File: config.mk
export PLATFORM = sky130hd
export DESIGN_NAME = wb_rd_arbiter
export DESIGN_NICKNAME = d
export VERILOG_FILES = /design/src/rtl/wb_rd_arbiter.sv
export SDC_FILE = /design/constraint.sdc
export NUM_CORES = 1
export LEC_CHECK = 0
export ABC_CLOCK_PERIOD_IN_PS = 1500
export CAP_MARGIN = 25
export CORE_ASPECT_RATIO = 1.75
export CORE_MARGIN = 4
export CORE_UTILIZATION = 32
export CTS_CLUSTER_DIAMETER = 200
export DETAILED_ROUTE_END_ITERATION = 10
export GPL_TIMING_DRIVEN = 1
export PLACE_DENSITY = 0.79
export SYNTH_ARGS = -nofsm -noshare
export SYNTH_HDL_FRONTEND = slang
export SYNTH_SLANG_ARGS = --single-unit
File: constraint.sdc
create_clock -name ACLK -period 1.5 [get_ports ACLK]
set_input_delay 0.375 -clock ACLK [delete_from_list [all_inputs] [get_ports ACLK]]
set_output_delay 0.375 -clock ACLK [all_outputs]
set_load 0.02 [all_outputs]
File: src/rtl/wb_rd_arbiter.sv
// Two-to-one Wishbone read arbiter sharing one wb2axi_read bridge between ibus and dbus.
// Latency: request sampled at edge N drives wb_cyc after edge N; bridge ack returns to owner combinationally.
// Backpressure: requesters hold cyc until ack; RELEASE forces one idle wb_cyc cycle between transactions.
// Optional watchdog enabled by defining WB_RD_ARB_TIMEOUT_EN (timeout_err tied low otherwise).
module wb_rd_arbiter #(
  parameter int ADDR_WIDTH     = 32,
  parameter int DATA_WIDTH     = 32,
  parameter int STARVE_LIMIT   = 4,
  parameter int TIMEOUT_CYCLES = 256
) (
  input  logic                  ACLK,
  input  logic                  ARESETN,
  input  logic [ADDR_WIDTH-1:0] ibus_adr,
  input  logic                  ibus_cyc,
  output logic [DATA_WIDTH-1:0] ibus_rdt,
  output logic                  ibus_ack,
  input  logic [ADDR_WIDTH-1:0] dbus_adr,
  input  logic                  dbus_cyc,
  output logic [DATA_WIDTH-1:0] dbus_rdt,
  output logic                  dbus_ack,
  output logic [ADDR_WIDTH-1:0] wb_adr,
  output logic                  wb_cyc,
  input  logic [DATA_WIDTH-1:0] wb_rdt,
  input  logic                  wb_ack,
  output logic [1:0]            grant,
  output logic                  timeout_err
);

  // Out-of-range parameters are rejected at elaboration.
  if (STARVE_LIMIT < 1 || STARVE_LIMIT > 15 || TIMEOUT_CYCLES < 2 || TIMEOUT_CYCLES > 65535) begin : g_bad_param
    $error("wb_rd_arbiter: STARVE_LIMIT or TIMEOUT_CYCLES out of range");
  end

  localparam logic [3:0] LIMIT = 4'(STARVE_LIMIT);

  typedef enum logic [2:0] {
    IDLE    = 3'd0,
    GNT_I   = 3'd1,
    GNT_D   = 3'd2,
    DRAIN   = 3'd3,
    RELEASE = 3'd4
  } state_t;

  state_t                state, state_nxt;
  logic [ADDR_WIDTH-1:0] adr_nxt;
  logic                  cyc_nxt;
  logic [1:0]            grant_nxt;
  logic [3:0]            starve_cnt, starve_nxt;
  logic                  tmo_hit;
  logic                  pick_i, pick_d;

`ifdef WB_RD_ARB_TIMEOUT_EN
  localparam logic [15:0] TMO_LAST = 16'(TIMEOUT_CYCLES - 1);
  logic [15:0] tmo_cnt;

  // The limit is hit in the cycle whose count equals TIMEOUT_CYCLES-1, i.e. the TIMEOUT_CYCLES-th grant cycle.
  assign tmo_hit = ((state == GNT_I) || (state == GNT_D)) && (tmo_cnt == TMO_LAST);

  // Watchdog counter: zero outside a grant, counts grant cycles without a bridge ack; sticky error flag.
  always_ff @(posedge ACLK or negedge ARESETN) begin
    if (!ARESETN) begin
      tmo_cnt     <= '0;
      timeout_err <= 1'b0;
    end else begin
      if ((state == GNT_I) || (state == GNT_D)) begin
        if (!wb_ack) tmo_cnt <= tmo_cnt + 16'd1;
      end else begin
        tmo_cnt <= '0;
      end
      if (tmo_hit && !wb_ack) timeout_err <= 1'b1;
    end
  end
`else
  assign tmo_hit     = 1'b0;
  assign timeout_err = 1'b0;
`endif

  // Arbitration winner: dbus first unless ibus has been starved STARVE_LIMIT times.
  always_comb begin
    pick_i = 1'b0;
    pick_d = 1'b0;
    if (dbus_cyc && (starve_cnt < LIMIT)) pick_d = 1'b1;
    else if (ibus_cyc)                    pick_i = 1'b1;
    else if (dbus_cyc)                    pick_d = 1'b1;
  end

  // Next-state, registered-output next values and combinational ack/data routing.
  always_comb begin
    state_nxt  = state;
    adr_nxt    = wb_adr;
    cyc_nxt    = wb_cyc;
    grant_nxt  = grant;
    starve_nxt = starve_cnt;
    ibus_ack   = 1'b0;
    dbus_ack   = 1'b0;
    ibus_rdt   = '0;
    dbus_rdt   = '0;
    case (state)
      IDLE, RELEASE: begin
        state_nxt = IDLE;
        cyc_nxt   = 1'b0;
        grant_nxt = 2'b00;
        if (pick_d) begin
          state_nxt = GNT_D;
          adr_nxt   = dbus_adr;
          cyc_nxt   = 1'b1;
          grant_nxt = 2'b10;
        end else if (pick_i) begin
          state_nxt = GNT_I;
          adr_nxt   = ibus_adr;
          cyc_nxt   = 1'b1;
          grant_nxt = 2'b01;
        end
        if (!ibus_cyc || pick_i)            starve_nxt = '0;
        else if (pick_d && starve_cnt < LIMIT) starve_nxt = starve_cnt + 4'd1;
      end
      GNT_I: begin
        if (wb_ack) begin
          // An owner that dropped cyc mid-grant gets no ack; the data is discarded.
          ibus_ack  = grant[0] & ibus_cyc;
          ibus_rdt  = ibus_ack ? wb_rdt : '0;
          state_nxt = RELEASE;
          cyc_nxt   = 1'b0;
          grant_nxt = 2'b00;
        end else if (tmo_hit) begin
          ibus_ack  = grant[0] & ibus_cyc;
          state_nxt = DRAIN;
          grant_nxt = 2'b00;
        end
      end
      GNT_D: begin
        if (wb_ack) begin
          dbus_ack  = grant[1] & dbus_cyc;
          dbus_rdt  = dbus_ack ? wb_rdt : '0;
          state_nxt = RELEASE;
          cyc_nxt   = 1'b0;
          grant_nxt = 2'b00;
        end else if (tmo_hit) begin
          dbus_ack  = grant[1] & dbus_cyc;
          state_nxt = DRAIN;
          grant_nxt = 2'b00;
        end
      end
      DRAIN: begin
        // Keep the bridge cycle open until its late response arrives, then drop it.
        if (wb_ack) begin
          state_nxt = RELEASE;
          cyc_nxt   = 1'b0;
        end
      end
      default: begin
        state_nxt = IDLE;
        cyc_nxt   = 1'b0;
        grant_nxt = 2'b00;
      end
    endcase
  end

  // State and registered bridge-side outputs.
  always_ff @(posedge ACLK or negedge ARESETN) begin
    if (!ARESETN) begin
      state      <= IDLE;
      wb_adr     <= '0;
      wb_cyc     <= 1'b0;
      grant      <= 2'b00;
      starve_cnt <= '0;
    end else begin
      state      <= state_nxt;
      wb_adr     <= adr_nxt;
      wb_cyc     <= cyc_nxt;
      grant      <= grant_nxt;
      starve_cnt <= starve_nxt;
    end
  end

endmodule

==> qor.csv <==
stage,metric,value,unit
synth,ys.warnings.count,0,
synth,synthMostInstantiatedCell,sky130_fd_sc_hd__and2_1,
die,coreArea,8420,um^2
final_layout,fin_util,70.6,%
pwr,powerDensity,1300,nW/um^2
synth,yosys.cell_types.count,26,
pwr,power.share.switching,38.4,%
die,io_count,203,
route,drt_pre_antenna_iters,4,
clock_tree,hold_buffers,0,
min_path,hp_class,in2async,
pwr,total_switching_power,0.00298,W
die,floorplan.die_area,10400,um^2
synth,synth.mux.area_fraction,0,%
synth,synth.largest_area_cell,sky130_fd_sc_hd__dfrtp_1,
route,detailedRoute.firstIterationViolations,147,
route,route.detailed.drc,0,
synth,postSynthCellCount,305,
synth,dominant_combinational_cell_family_by_area_after_synthesis,simple AND/OR/NAND/NOR gates,
synth,synth-edff-count,0,
placement,dpl.cell_count,614,
final_layout,syn2layout_area_growth,112,%
setup_path,dominant_delay_contributor_by_cell_family_on_the_critical_path,simple AND/OR/NAND/NOR gates,
timing,timing.final.crit_share,138,%
pwr,power_leakage,2.69,nW
final_layout,post-route-cell-area,5950,um^2
synth,mappedNetlistNets,407,
synth,synth_area_in_compound_gates,19.0,%
timing,period_minus_slack,2.08,ns
final_layout,drive_above_1_share,45.0,%
route,avgViaCountPerCell,5.14,
pwr,pwr-share-seq,24.5,%
die,core.rowCount,44,
clock_tree,clock_sinks,42,
timing,finalSetupViolations,79,
die,die-width,78.7,um
synth,synthXorXnorAreaFrac,0,%
route,detail_route.wl_per_cell,20.1,um
die,floorplan.die.height,132,um
setup_path,cp-start-kind,flop,
synth,synth_adder_area_share,0.447,%
synth,synth_top_area_share,37.5,%
run,max_cap_violations,0,
setup_path,critical_path.max_fanout,17,
setup_path,data_arrival_at_the_endpoint_of_the_critical_path,1.70,ns
synth,synth-main-ff-cell,sky130_fd_sc_hd__dfrtp_1,
clock_tree,tritoncts.num_buffers,5,
synth,synthTopCellsByArea,"sky130_fd_sc_hd__dfrtp_1 (38%), sky130_fd_sc_hd__o221ai_2 (16%), sky130_fd_sc_hd__and2_1 (15%)",
final_layout,design.final.nets,637,
timing,worst_slack,-0.577,ns
timing,report.final.slew_viol_count,0,
global_route,global_route.usage.total,23.2,%
pwr,power_report.internal_total,0.00478,W
timing,rsz0062_at_grt,yes,
placement,finalWeightedCongestion,0.836,
setup_path,crit_chain,"buf_4, nand4b_1, nor2_4, buf_12, and2_2, buf_6",
clock_tree,cts_tree,built,
setup_path,worst_path_max_delay_cell,sky130_fd_sc_hd__dfrtp_1,
timing,totalNegativeSetupSlack,-32.03,ns
placement,dpl-instance-area,5160,um^2
synth,postSynthAreaPerCell,9.18,um^2
global_route,first_global_vias,3436,
route,drtAntennaViolNets,0,
status,violated_checks,negative setup slack,
clock_tree,cts_max_path_buffers,2,
pwr,pwr-share-comb,59.2,%
clock_tree,cts.root.buffer_cell,sky130_fd_sc_hd__clkbuf_16,
pwr,power.ir.vdd_worst,1.04,mV
global_route,globalRoute.totalOverflow,0,
timing,timing_hold_violations_final,0,
synth,number_of_synthesized_register_bits,42,
setup_path,cp.buffers_inverters,3,
status,outcome,finished with violations,
setup_path,setup.worst_path.end_class,output pin,
timing,maxClockFrequency,481,MHz
die,start_util,33.2,%
global_route,pin_count_of_the_biggest_net_entering_global_routing,43,
pwr,clkPwrFrac,16.3,%
synth,ys_top_cells_by_count,"sky130_fd_sc_hd__and2_1 (65), sky130_fd_sc_hd__dfrtp_1 (42), sky130_fd_sc_hd__nand3_1 (35)",
clock_tree,cts-htree-levels,2,
route,num_vias,3349,
clock_tree,worst_skew_pair.late_latency,0.29,ns
setup_path,crit_type,reg2out,
synth,mappedNetlistArea,2800,um^2
placement,dpl.hpwl,9.01,mm
global_route,wire_length_of_the_first_global_routing_pass,18.5,mm
route,wl,13.1,mm
pwr,design_power_total,0.00776,W
final_layout,final_cells,651,
timing,worst_clock_skew,0.00639,ns
global_route,antenna_found_initial,2,
synth,synth_async_sr_flop_share,100,%
placement,numPortBuffers,201,
clock_tree,clk_transition_reported_paths,0.06,ns
synth,simple_gate_share_of_the_synthesized_area,31.6,%
setup_path,crit_path_max_incr_delay,0.40,ns
synth,yosysSeqAreaShare,37.5,%
setup_path,cp.required,1.12,ns
flip-flops by register name, indices dropped and copies added (netlist names):
signal	count
grant	2
starve_cnt	4
state	3
wb_adr	32
wb_cyc	1
placed cells by master, fill, tap and decap left out, types with 2 or more instances in the layout:
master / count
sky130_fd_sc_hd__and2_2: 32
sky130_fd_sc_hd__buf_12: 12
sky130_fd_sc_hd__nand2_1: 5
sky130_fd_sc_hd__nor2_4: 3
sky130_fd_sc_hd__nor2_1: 3
sky130_fd_sc_hd__clkdlybuf4s15_1: 2
sky130_fd_sc_hd__buf_2: 2
sky130_fd_sc_hd__clkbuf_16: 11
sky130_fd_sc_hd__buf_8: 6
sky130_fd_sc_hd__o21ai_2: 2
sky130_fd_sc_hd__and2_4: 34
sky130_fd_sc_hd__o221ai_2: 30
sky130_fd_sc_hd__clkdlybuf4s50_1: 96
sky130_fd_sc_hd__o21ai_0: 2
sky130_fd_sc_hd__nor2b_1: 2
sky130_fd_sc_hd__nand3_1: 27
sky130_fd_sc_hd__inv_1: 34
sky130_fd_sc_hd__dlygate4sd2_1: 35
sky130_fd_sc_hd__nand4_1: 32
sky130_fd_sc_hd__buf_4: 22
sky130_fd_sc_hd__a32o_1: 3
sky130_fd_sc_hd__nand3_2: 8
sky130_fd_sc_hd__o221ai_1: 2
sky130_fd_sc_hd__buf_6: 75
sky130_fd_sc_hd__nand4b_1: 2
sky130_fd_sc_hd__dfrtp_1: 42
routing by layer:
layer  global-route usage [%]  routed length [um]  vias up
li1                         -                   -     1551
met1                     21.4                4070     1574
met2                     43.3                6980      184
met3                     9.92                1500       36
met4                     9.34                 517        4
met5                        0                  21        -
per-stage QoR:
step	setup slack, ns	hold slack (ns)
finish	-0.577	0.0613
global route	-0.661	0.0739
CTS	-0.629	0.0701
detailed placement	-1.05	0.372
global placement	-0.984	0.367
floorplan	-0.0508	0.0794
final timing paths:
check                              startpoint             to  slack (ns)  cells after the start
worst min-delay path                  ARESETN      wb_adr[3]        0.06                      2
worst min register to register  starve_cnt[1]  starve_cnt[1]        0.54                      2
max in group asynchronous             ARESETN     wb_adr[19]        1.22                      2
worst max-delay path                 state[1]   ibus_rdt[15]       -0.58                      6
worst max register to register       state[1]     wb_adr[14]       -0.02                      7
min in group ACLK               starve_cnt[1]  starve_cnt[1]        0.54                      2
power by group through the flow:
stage	Clock (W)	Sequential [W]	Combinational, W
floorplan	0	0.00248	0.00160
global placement	0	0.00193	0.00398
detailed placement	0	0.00194	0.00404
CTS	0.00128	0.00190	0.00403
global route	0.00133	0.00196	0.00487
finish	0.00126	0.00190	0.00459
repair_timing:
item,CTS,global route
gates cloned,4,8
endpoints found under the setup margin,139,102
endpoints found under the hold margin,0,0
pin swaps,9,24
resized for setup,401,96
setup buffers,15,7
cells by family after synthesis:
family,count (synthesis)
AO/OA/AOI/OAI,42
adder cells (fa/ha/maj),1
buffers and inverters,68
flip-flops,42
other,1
AND/OR/NAND/NOR,151
layout make-up:
cell class	count	area (um^2)
Multi-Input combinational cell	195	1640
Timing Repair Buffer	257	2820
Clock buffer	6	139
Sequential cell	42	1050
Inverter	34	128
Antenna cell	1	2.50
Tap cell	115	144
Clock inverter	1	30.0
Fill cell	606	2470
No activity file was read; power rests on OpenSTA's default activity.
